$ cat config.mk
export PLATFORM = sky130hd
export DESIGN_NAME = dcache_ctrl
export DESIGN_NICKNAME = d
export VERILOG_FILES = /design/src/rtl/cpu_types_pkg.sv /design/src/rtl/dcache_ctrl.sv
export SDC_FILE = /design/constraint.sdc
export NUM_CORES = 1
export LEC_CHECK = 0
export CAP_MARGIN = 20
export CORE_AREA = 2 2 106 108
export CTS_CLUSTER_DIAMETER = 150
export DETAILED_ROUTE_END_ITERATION = 10
export DIE_AREA = 0 0 108 110
export MAX_ROUTING_LAYER = met4
export PLACE_DENSITY = 0.82
export SLEW_MARGIN = 20
export SYNTH_ARGS = -nofsm -noshare
export SYNTH_HDL_FRONTEND = slang
export SYNTH_SLANG_ARGS = --single-unit
$ cat constraint.sdc
create_clock -name CLK -period 4.2 [get_ports CLK]
set_input_delay 0.84 -clock CLK [delete_from_list [all_inputs] [get_ports CLK]]
set_output_delay 0.84 -clock CLK [all_outputs]
set_load 0.03 [all_outputs]
$ cat src/rtl/cpu_types_pkg.sv
// Shared CPU types: word type, data-cache address fields and the
// dcache controller state encoding.
package cpu_types_pkg;

  typedef logic [31:0] word_t;

  localparam int DTAG_W = 25;
  localparam int DIDX_W = 4;

  // Datapath address split for the 2-way, 16-set, 2-word-block dcache.
  typedef struct packed {
    logic [DTAG_W-1:0] tag;
    logic [DIDX_W-1:0] idx;
    logic              blkoff;
    logic [1:0]        bytoff;
  } dcachef_t;

  typedef enum logic [3:0] {
    IDLE,
    WB0,
    WB1,
    FILL0,
    FILL1,
    FLUSH_CHK,
    FLUSH0,
    FLUSH1,
    CNT,
    HALTED
  } dctrl_state_t;

endpackage

$ cat src/rtl/dcache_ctrl.sv
// Sequencing controller for the 2-way write-back dcache: miss writeback and
// refill, halt-time flush of dirty blocks, and the final hit-count store.
// The tag/data table lives elsewhere; this block only drives its single port.
//
// Memory handshake: dREN/dWEN, daddr and dstore are decoded from state only
// and are held unchanged while dwait is high. The access completes in the
// cycle dwait is low, and the state advances on that clock edge.
module dcache_ctrl
  import cpu_types_pkg::*;
#(
  parameter word_t CNT_ADDR = 32'h3100
) (
  input  logic               CLK,
  input  logic               nRST,
  input  logic               req,
  input  logic               hit,
  input  word_t              addr,
  input  logic               victim_way,
  input  logic               halt,
  output logic [DIDX_W-1:0]  tbl_set,
  output logic               tbl_way,
  input  logic               tbl_valid,
  input  logic               tbl_dirty,
  input  logic [DTAG_W-1:0]  tbl_tag,
  input  word_t              tbl_data0,
  input  word_t              tbl_data1,
  output logic               tbl_wen,
  output logic               tbl_wofs,
  output word_t              tbl_wdata,
  output logic               tbl_fill,
  output logic               tbl_clean,
  output logic               dREN,
  output logic               dWEN,
  output word_t              daddr,
  output word_t              dstore,
  input  logic               dwait,
  input  word_t              dload,
  output logic               busy,
  output logic               flushed,
  output dctrl_state_t       dbg_state
);

  dctrl_state_t state, state_n;
  logic [4:0]   fptr, fptr_n;
  word_t        hit_cnt;
  logic         retry;
  dcachef_t     addr_f;
  logic         wofs;
  logic         unused_addr_bits;

  assign addr_f           = dcachef_t'(addr);
  assign unused_addr_bits = ^{addr_f.blkoff, addr_f.bytoff};

  // Second word of a block is handled in the *1 states.
  assign wofs = (state == WB1) | (state == FILL1) | (state == FLUSH1);

  assign busy      = (state != IDLE) | (req & ~hit) | halt;
  assign dbg_state = state;

  // State, flush pointer, hit counter and the post-refill retry marker.
  always_ff @(posedge CLK or negedge nRST) begin
    if (!nRST) begin
      state   <= IDLE;
      fptr    <= '0;
      hit_cnt <= '0;
      retry   <= 1'b0;
    end else begin
      state <= state_n;
      fptr  <= fptr_n;
      // The hit seen on the retry after a refill is not a real hit.
      if ((state == IDLE) && req && hit && !retry)
        hit_cnt <= hit_cnt + 32'd1;
      if ((state == FILL1) && !dwait)
        retry <= 1'b1;
      else if (state == IDLE)
        retry <= 1'b0;
    end
  end

  // Next-state decode plus Moore memory outputs and table port strobes.
  always_comb begin
    state_n   = state;
    fptr_n    = fptr;
    tbl_set   = addr_f.idx;
    tbl_way   = victim_way;
    tbl_wen   = 1'b0;
    tbl_wofs  = 1'b0;
    tbl_wdata = '0;
    tbl_fill  = 1'b0;
    tbl_clean = 1'b0;
    dREN      = 1'b0;
    dWEN      = 1'b0;
    daddr     = '0;
    dstore    = '0;
    flushed   = 1'b0;
    case (state)
      IDLE: begin
        // Halt wins over a miss arriving in the same cycle.
        if (halt) begin
          state_n = FLUSH_CHK;
          fptr_n  = '0;
        end else if (req && !hit) begin
          state_n = (tbl_valid && tbl_dirty) ? WB0 : FILL0;
        end
      end
      WB0, WB1: begin
        dWEN   = 1'b1;
        daddr  = {tbl_tag, addr_f.idx, wofs, 2'b00};
        dstore = wofs ? tbl_data1 : tbl_data0;
        if (!dwait)
          state_n = (state == WB0) ? WB1 : FILL0;
      end
      FILL0, FILL1: begin
        dREN     = 1'b1;
        daddr    = {addr[31:3], wofs, 2'b00};
        tbl_wofs = wofs;
        if (!dwait) begin
          tbl_wen   = 1'b1;
          tbl_wdata = dload;
          if (state == FILL1) begin
            tbl_fill = 1'b1;
            state_n  = IDLE;
          end else begin
            state_n  = FILL1;
          end
        end
      end
      FLUSH_CHK: begin
        tbl_set = fptr[4:1];
        tbl_way = fptr[0];
        if (tbl_valid && tbl_dirty)
          state_n = FLUSH0;
        else if (fptr == 5'd31)
          state_n = CNT;
        else
          fptr_n = fptr + 5'd1;
      end
      FLUSH0, FLUSH1: begin
        tbl_set = fptr[4:1];
        tbl_way = fptr[0];
        dWEN    = 1'b1;
        daddr   = {tbl_tag, fptr[4:1], wofs, 2'b00};
        dstore  = wofs ? tbl_data1 : tbl_data0;
        if (!dwait) begin
          if (state == FLUSH0) begin
            state_n = FLUSH1;
          end else begin
            tbl_clean = 1'b1;
            if (fptr == 5'd31) begin
              state_n = CNT;
            end else begin
              fptr_n  = fptr + 5'd1;
              state_n = FLUSH_CHK;
            end
          end
        end
      end
      CNT: begin
        dWEN   = 1'b1;
        daddr  = CNT_ADDR;
        dstore = hit_cnt;
        if (!dwait)
          state_n = HALTED;
      end
      HALTED: begin
        flushed = 1'b1;
      end
      default: begin
        state_n = IDLE;
      end
    endcase
  end

endmodule
==> flow_summary.html, run 1 <==
<table>
<tr><th>Metric</th><th>Value</th></tr>
<tr><th colspan="2">Floorplan</th></tr>
<tr><td>Floorplan row count</td><td>38</td></tr>
<tr><td>Initial Util</td><td>0.351</td></tr>
<tr><td>Die outline width</td><td>approximately 110 um</td></tr>
<tr><td>Area inside the core boundary</td><td>10700 sq um</td></tr>
<tr><td>Die extent in y</td><td>approximately 110 um</td></tr>
<tr><td>Io pins</td><td>~280</td></tr>
<tr><td>Die outline area</td><td>approximately 12000 sq um</td></tr>
<tr><th colspan="2">Layout</th></tr>
<tr><td>Layout net count</td><td>roughly 880</td></tr>
<tr><td>Area delta synth-&gt;final</td><td>76.1%</td></tr>
<tr><td>Layout cell share with drive strength beyond 1</td><td>0.134</td></tr>
<tr><td>Antenna cell count</td><td>0</td></tr>
<tr><th colspan="2">Synthesis</th></tr>
<tr><td>Ys flop type</td><td>dfrtp_1</td></tr>
<tr><td>FF+latch count, synth</td><td>42</td></tr>
<tr><td>Syn Inst Count</td><td>around 480</td></tr>
<tr><td>Distinct cell type count of the synthesized netlist</td><td>50</td></tr>
<tr><td>Number of enable flip-flop cells after synthesis</td><td>0</td></tr>
<tr><td>Seq/Total Area, Yosys</td><td>0.280</td></tr>
<tr><td>Number of warning messages in the yosys log</td><td>0</td></tr>
<tr><td>Share of flip-flops with an asynchronous set or reset after synthesis</td><td>1.00</td></tr>
<tr><td>Post-synthesis cell area</td><td>approximately 3700 sq um</td></tr>
<tr><td>Avg Synthesized Cell Area</td><td>7.86 sq um</td></tr>
<tr><th colspan="2">STA</th></tr>
<tr><td>Worst max-slew margin expressed relative to the limit</td><td>0.319</td></tr>
<tr><td>Worst path setup slack after routing</td><td>roughly 370 ps</td></tr>
<tr><td>RSZ-0062 raised after global routing</td><td>false</td></tr>
<tr><td>Hold violation count in the final report</td><td>0</td></tr>
<tr><td>Setup clock skew after layout</td><td>a little under 8 ps</td></tr>
<tr><td>Achievable frequency</td><td>approximately 0.26 GHz</td></tr>
<tr><td>Final setup violation count</td><td>0</td></tr>
<tr><td>Max-slew violation count</td><td>0</td></tr>
<tr><td>Slew @ Worst Pin</td><td>~1000 ps</td></tr>
<tr><td>Min Tclk post-route</td><td>3830 ps</td></tr>
<tr><td>Post-route clock period utilization</td><td>0.911</td></tr>
<tr><td>Setup TNS</td><td>0 ps</td></tr>
<tr><th colspan="2">Placed design</th></tr>
<tr><td>DP HPWL</td><td>around 13 mm</td></tr>
<tr><td>Weighted congestion reported at the end of routability-driven placement</td><td>about 1.0</td></tr>
<tr><td>Number of port buffers</td><td>between 200 and 300</td></tr>
<tr><td>Worst slack, placed</td><td>689 ps</td></tr>
<tr><th colspan="2">Detailed routing</th></tr>
<tr><td>Vias per cell</td><td>5.58</td></tr>
<tr><td>Remaining antenna violation count after routing</td><td>0</td></tr>
<tr><td>Aggregate routed wire length</td><td>~16 mm</td></tr>
<tr><td>Average wire per standard cell</td><td>18.8 um</td></tr>
<tr><td>Remaining routing DRC violations</td><td>0</td></tr>
<tr><td>Drt first-iter violations</td><td>between 300 and 400</td></tr>
<tr><td>Vias after detailed routing</td><td>between 4000 and 5000</td></tr>
<tr><td>Number of search-and-repair iterations in the first detailed-routing pass</td><td>5</td></tr>
<tr><th colspan="2">Worst setup path</th></tr>
<tr><td>Crit path cell chain</td><td>inv_2, nand3_1, o211ai_1, clkdlybuf4s50_1</td></tr>
<tr><td>CP max stage cell</td><td>inv_2</td></tr>
<tr><td>Nature of the critical path endpoint</td><td>output port</td></tr>
<tr><td>Kind of critical path</td><td>register to output port</td></tr>
<tr><td>Maximum cell stage delay along the critical path</td><td>just under 900 ps</td></tr>
<tr><td>Worst endpoint data arrival time</td><td>between 2000 and 3000 ps</td></tr>
<tr><td>Crit path max fanout</td><td>between 60 and 70</td></tr>
<tr><td>Data required, critical path</td><td>3360 ps</td></tr>
<tr><td>Type of origin of the critical path</td><td>register</td></tr>
<tr><th colspan="2">Clock network</th></tr>
<tr><td>H-tree depth</td><td>2</td></tr>
<tr><td>Number of setup buffers added after CTS</td><td>0</td></tr>
<tr><td>Bufs on Longest Clock Path</td><td>2</td></tr>
<tr><td>CTS Buf Count</td><td>5</td></tr>
<tr><td>Number of clock sinks seen by CTS</td><td>42</td></tr>
<tr><td>Post-CTS Resized</td><td>0</td></tr>
<tr><td>Clock latency of the later-clocked register in the worst-skew pair</td><td>about 290 ps</td></tr>
<tr><td>Root Buffer</td><td>clkbuf_8</td></tr>
<tr><td>TritonCTS clock tree</td><td>yes</td></tr>
<tr><td>Count of hold buffers inserted by post-cts repair</td><td>0</td></tr>
<tr><td>Reg clk slew, reported paths</td><td>80 ps</td></tr>
<tr><th colspan="2">Pwr</th></tr>
<tr><td>Gate power share</td><td>0.844</td></tr>
<tr><td>Internal power</td><td>around 2.3 mW</td></tr>
<tr><td>Clock power frac</td><td>0.051</td></tr>
<tr><td>Total power density per cell area</td><td>769 nW/um^2</td></tr>
<tr><td>Net switching fraction of the power</td><td>0.550</td></tr>
<tr><td>Leakage</td><td>roughly 2.6 nW</td></tr>
<tr><td>Net load switching power</td><td>2.79 mW</td></tr>
<tr><td>Worst vdd ir</td><td>0.555 mV</td></tr>
<tr><td>Portion of total power attributed to sequential cells</td><td>0.105</td></tr>
<tr><td>Total power</td><td>about 5.1 mW</td></tr>
<tr><th colspan="2">Global route</th></tr>
<tr><td>Total track usage</td><td>0.271</td></tr>
<tr><td>Vias in the first global route</td><td>between 4000 and 5000</td></tr>
<tr><td>Maximum number of pins on one net before global-route repair</td><td>68</td></tr>
<tr><td>Initial antenna violation count</td><td>0</td></tr>
<tr><td>Global-route wire length before repair</td><td>approximately 24 mm</td></tr>
<tr><td>Remaining global-route overflow</td><td>0</td></tr>
<tr><th colspan="2">Outcome</th></tr>
<tr><td>Outcome</td><td>completed</td></tr>
<tr><th colspan="2">Min path</th></tr>
<tr><td>Class of the most critical hold timing path</td><td>register to register</td></tr>
<tr><th colspan="2">Job</th></tr>
<tr><td>Max-capacitance violation count</td><td>0</td></tr>
</table>
==> kinds of logic after synthesis <==
family	synth area share
flip-flops	0.280
adder cells (fa/ha/maj)	0.0100
buffers and inverters	0.0647
AND/OR/NAND/NOR	0.356
AO/OA/AOI/OAI	0.183
XOR/XNOR	0.0794
multiplexers	0.0264
other	0.00100
==> critical path, delay by kind of cell, from the launching register on <==
kind | cells | cell delay, ps
AOI/OAI and AO/OA | 1 | 250
buffers and inverters | 2 | 1590
DFF | 1 | 650
and+or+nand+nor | 1 | 190
==> worst paths after layout <==
check,start,to,slack (ps),depth (start not counted)
max,dbg_state[3]$_DFFE_PN0P_,dstore[30],370,4
min,hit_cnt[31]$_DFFE_PN0P_,hit_cnt[31]$_DFFE_PN0P_,480,1
max reg2reg,dbg_state[3]$_DFFE_PN0P_,hit_cnt[31]$_DFFE_PN0P_,1710,4
min reg2reg,hit_cnt[31]$_DFFE_PN0P_,hit_cnt[31]$_DFFE_PN0P_,480,1
max in group asynchronous,nRST,hit_cnt[20]$_DFFE_PN0P_,2930,1
min in group asynchronous,nRST,dbg_state[1]$_DFFE_PN0P_,690,1
==> state kept, by name, summed over array words and instances (netlist names) <==
name,cells
fptr,5
hit_cnt,32
retry,1
dbg_state,4
==> cell usage in the layout (no fill, tap or decap), drive strengths merged, types with 3 or more instances in the layout <==
master / instances
clkdlybuf4s50: 211
buf: 71
nand2: 52
nand3: 50
nand4: 47
dfrtp: 42
and2: 39
o211ai: 32
xnor2: 31
a22o: 26
nor2: 13
a21oi: 9
mux2: 7
inv: 7
nor3: 7
nor3b: 6
o21ai: 6
clkbuf: 6
and3: 5
nor4: 5
nand2b: 4
a221o: 4
or2: 3
and4: 3
xor2: 3
ha: 3
==> final cells by class <==
| cell class | instances | area, sq um |
|---|---|---|
| timing repair buffer | 282 | 2790 |
| tap | 140 | 175 |
| sequential | 42 | 1050 |
| multi-input combinational | 379 | 2480 |
| clock buffer | 6 | 82.6 |
| inverter | 7 | 26.3 |
| fill | 958 | 4090 |
==> routing by layer <==
metal	part of all wire	GRT usage
met1	0.43	0.360
met2	0.47	0.439
met3	0.079	0.0500
met4	0.015	0.0513
met5	0	-
==> power groups by stage <==
stage / sequential, mW / combinational (mW) / clock (mW)
2_1_floorplan: 0.547 / 2.64 / 0
4_1_cts: 0.533 / 4.29 / 0.261
3_5_place_dp: 0.541 / 4.28 / 0
5_1_grt: 0.543 / 4.52 / 0.279
3_3_place_gp: 0.533 / 4.21 / 0
6_report: 0.534 / 4.29 / 0.257
==> stage by stage <==
stage / util / cell area, sq um / std cells / hold WS (ps)
4_1_cts: 0.617 / 6610 / 856 / 479
3_5_place_dp: 0.610 / 6520 / 850 / 466
3_3_place_gp: 0.610 / 6520 / 850 / 460
2_1_floorplan: - / 3750 / 478 / 441
5_1_grt: 0.617 / 6610 / 856 / 487
6_report: 0.617 / 6610 / 856 / 478
==> cells in the mapped netlist, types with 2 or more instances <==
library cell  count  area share
nor2_1           13       0.013
buf_2             5      0.0067
or2_2             3      0.0050
buf_1             3      0.0030
mux2_2            7       0.021
nand2_1          52       0.052
o21ai_0           6      0.0080
and2_1           38       0.063
nand2b_1          4      0.0067
a21oi_1           8       0.011
xnor2_1          31       0.072
mux2i_1           2      0.0053
nor4_1            5      0.0083
buf_4             4      0.0080
ha_1              3       0.010
nand4_1          47       0.078
nand3_1          50       0.067
xor2_1            3      0.0070
dfrtp_1          42        0.28
nor3_1            5      0.0067
and3_1            5      0.0083
nor3_4            2      0.0087
o211ai_1         32       0.064
nor3b_1           6       0.012
a31oi_1           2      0.0033
and4_1            3      0.0070
a221o_1           4       0.011
nor2b_1           2      0.0033
nand3b_1          2      0.0040
a22o_1           26       0.061
inv_1             7      0.0070
clkbuf_1         37       0.037
(Power assumes the default switching activity.)
==> inputs of run 2 (changes only) <==
==> constraint.sdc (replaced) <==
create_clock -name CLK -period 4.2 [get_ports CLK]
set_input_delay 0.84 -clock CLK [delete_from_list [all_inputs] [get_ports CLK]]
set_output_delay 0.84 -clock CLK [all_outputs]
set_load 0.01 [all_outputs]
==> flow_summary.html, run 2 (synthesis gave the netlist of run 1 again) <==
<table>
<tr><th>Metric</th><th>Value</th></tr>
<tr><th colspan="2">Outcome</th></tr>
<tr><td>Outcome</td><td>completed</td></tr>
<tr><th colspan="2">Floorplan</th></tr>
<tr><td>Die extent in y</td><td>110 um</td></tr>
<tr><td>Floorplan row count</td><td>38</td></tr>
<tr><td>Initial Util</td><td>0.351</td></tr>
<tr><td>Die outline area</td><td>roughly 12000 sq um</td></tr>
<tr><td>Io pins</td><td>275</td></tr>
<tr><td>Die outline width</td><td>between 100 and 150 um</td></tr>
<tr><td>Area inside the core boundary</td><td>~11000 sq um</td></tr>
<tr><th colspan="2">STA</th></tr>
<tr><td>Worst path setup slack after routing</td><td>between 500 and 600 ps</td></tr>
<tr><td>RSZ-0062 raised after global routing</td><td>false</td></tr>
<tr><td>Setup TNS</td><td>0 ps</td></tr>
<tr><td>Setup clock skew after layout</td><td>5.76 ps</td></tr>
<tr><td>Slew @ Worst Pin</td><td>about 930 ps</td></tr>
<tr><td>Post-route clock period utilization</td><td>0.867</td></tr>
<tr><td>Max-slew violation count</td><td>0</td></tr>
<tr><td>Achievable frequency</td><td>about 0.27 GHz</td></tr>
<tr><td>Hold violation count in the final report</td><td>0</td></tr>
<tr><td>Worst max-slew margin expressed relative to the limit</td><td>0.383</td></tr>
<tr><td>Final setup violation count</td><td>0</td></tr>
<tr><td>Min Tclk post-route</td><td>roughly 3600 ps</td></tr>
<tr><th colspan="2">Clock network</th></tr>
<tr><td>Count of hold buffers inserted by post-cts repair</td><td>0</td></tr>
<tr><td>TritonCTS clock tree</td><td>yes</td></tr>
<tr><td>Number of setup buffers added after CTS</td><td>0</td></tr>
<tr><td>Clock latency of the later-clocked register in the worst-skew pair</td><td>approximately 280 ps</td></tr>
<tr><td>H-tree depth</td><td>2</td></tr>
<tr><td>CTS Buf Count</td><td>5</td></tr>
<tr><td>Number of clock sinks seen by CTS</td><td>42</td></tr>
<tr><td>Reg clk slew, reported paths</td><td>around 80 ps</td></tr>
<tr><td>Root Buffer</td><td>clkbuf_8</td></tr>
<tr><td>Bufs on Longest Clock Path</td><td>2</td></tr>
<tr><td>Post-CTS Resized</td><td>0</td></tr>
<tr><th colspan="2">Layout</th></tr>
<tr><td>Most frequent cells in the layout</td><td>clkdlybuf4s50_1, nand2_1, nand3_1</td></tr>
<tr><td>Register with the most flip-flops</td><td>hit_cnt</td></tr>
<tr><td>Layout cell share with drive strength beyond 1</td><td>0.0543</td></tr>
<tr><td>Leading cell type in the layout, fill and taps excluded</td><td>clkdlybuf4s50_1</td></tr>
<tr><td>Share of the core filled with cells in the final layout</td><td>0.617</td></tr>
<tr><td>Area delta synth-&gt;final</td><td>76.1%</td></tr>
<tr><td>Fill cell total of the finished layout</td><td>just over 900</td></tr>
<tr><td>Layout net count</td><td>a little under 900</td></tr>
<tr><td>Max FFs per register</td><td>32</td></tr>
<tr><td>Cell area after layout</td><td>approximately 6600 sq um</td></tr>
<tr><th colspan="2">Worst setup path</th></tr>
<tr><td>Setup slack on the worst flop-to-flop path</td><td>between 1500 and 2000 ps</td></tr>
<tr><td>Data required, critical path</td><td>between 3000 and 4000 ps</td></tr>
<tr><td>Cell family with the largest share of critical-path delay</td><td>simple AND/OR/NAND/NOR gates</td></tr>
<tr><td>CP max stage cell</td><td>dfrtp_1</td></tr>
<tr><td>Number of cells on the worst reg-to-reg path</td><td>4</td></tr>
<tr><td>Crit path cell chain</td><td>nor3b_1, a21oi_2, or2_2, o211ai_1, clkdlybuf4s50_1</td></tr>
<tr><td>CP Depth</td><td>5</td></tr>
<tr><td>Crit path max fanout</td><td>33</td></tr>
<tr><td>Timing startpoint of the critical path</td><td>dbg_state[1]$_DFFE_PN0P_</td></tr>
<tr><td>Maximum cell stage delay along the critical path</td><td>690 ps</td></tr>
<tr><td>Kind of critical path</td><td>register to output port</td></tr>
<tr><td>Worst endpoint data arrival time</td><td>roughly 2800 ps</td></tr>
<tr><td>Sum of buffers and inverters on the critical path</td><td>1</td></tr>
<tr><td>Type of origin of the critical path</td><td>register</td></tr>
<tr><td>Startpoint of the worst register-to-register path</td><td>dbg_state[3]$_DFFE_PN0P_</td></tr>
<tr><td>Nature of the critical path endpoint</td><td>output port</td></tr>
<tr><th colspan="2">Pwr</th></tr>
<tr><td>Leakage</td><td>~2.5 nW</td></tr>
<tr><td>Total power</td><td>between 4 and 5 mW</td></tr>
<tr><td>Worst vdd ir</td><td>0.384 mV</td></tr>
<tr><td>Total power density per cell area</td><td>635 nW/um^2</td></tr>
<tr><th colspan="2">Placed design</th></tr>
<tr><td>Weighted congestion reported at the end of routability-driven placement</td><td>about 1</td></tr>
<tr><td>Worst slack, placed</td><td>721 ps</td></tr>
<tr><td>Number of port buffers</td><td>around 270</td></tr>
<tr><td>DP HPWL</td><td>around 13 mm</td></tr>
<tr><td>Placed Area</td><td>around 6500 sq um</td></tr>
<tr><th colspan="2">Detailed routing</th></tr>
<tr><td>Aggregate routed wire length</td><td>16.4 mm</td></tr>
<tr><td>Number of search-and-repair iterations in the first detailed-routing pass</td><td>5</td></tr>
<tr><td>Vias per cell</td><td>between 5 and 6</td></tr>
<tr><td>Vias after detailed routing</td><td>4690</td></tr>
<tr><td>Remaining antenna violation count after routing</td><td>0</td></tr>
<tr><td>Average wire per standard cell</td><td>approximately 19 um</td></tr>
<tr><td>Remaining routing DRC violations</td><td>0</td></tr>
<tr><td>Drt first-iter violations</td><td>between 300 and 400</td></tr>
<tr><th colspan="2">Global route</th></tr>
<tr><td>Remaining global-route overflow</td><td>0</td></tr>
<tr><td>Vias in the first global route</td><td>~4500</td></tr>
<tr><td>Total track usage</td><td>0.273</td></tr>
<tr><td>Global-route wire length before repair</td><td>about 24 mm</td></tr>
<tr><td>Maximum number of pins on one net before global-route repair</td><td>43</td></tr>
<tr><td>Initial antenna violation count</td><td>2</td></tr>
<tr><th colspan="2">Min path</th></tr>
<tr><td>Class of the most critical hold timing path</td><td>register to register</td></tr>
<tr><td>Worst hold path depth</td><td>1</td></tr>
<tr><td>HP Start</td><td>retry$_DFFE_PN0P_</td></tr>
<tr><th colspan="2">Job</th></tr>
<tr><td>Max-capacitance violation count</td><td>0</td></tr>
</table>
run 2: area by class of cell:
class / instances / area (sq um) / share of cell area
antenna: 2 / 5.00 / 0.000758
sequential: 42 / 1050 / 0.159
clock buffer: 7 / 76.3 / 0.0116
multi-input combinational: 379 / 2480 / 0.375
inverter: 7 / 26.3 / 0.00398
timing repair buffer: 283 / 2790 / 0.423
tap: 140 / 175 / 0.0265
run 2: power breakdown:
group	internal [mW]	leakage, nW	total, mW	switching [mW]
combinational	1.75	1.90	3.38	1.64
clock	0.115	0.0383	0.241	0.127
sequential	0.458	0.571	0.566	0.108
total	2.32	2.51	4.19	1.87
run 2: metrics by stage:
stage          cells  hold slack [ps]
5_1_grt          860              497
6_report         860              470
2_1_floorplan    478              441
3_3_place_gp     851              458
4_1_cts          858              474
3_5_place_dp     851              457
run 2: path summary, 6_finish.rpt:
check / endpoint
worst max register to register: hit_cnt[25]$_DFFE_PN0P_
max in group asynchronous: hit_cnt[23]$_DFFE_PN0P_
min in group asynchronous: hit_cnt[17]$_DFFE_PN0P_
worst min register to register: retry$_DFFE_PN0P_
worst min-delay path: retry$_DFFE_PN0P_
worst max-delay path: dstore[28]
run 2: per-layer routing:
| layer | track usage | share of wire | vias up |
|---|---|---|---|
| li1 | - | - | 2236 |
| met1 | 0.357 | 0.44 | 2223 |
| met2 | 0.435 | 0.47 | 211 |
| met3 | 0.0547 | 0.074 | 20 |
| met4 | 0.0742 | 0.017 | 0 |
| met5 | - | 0 | - |
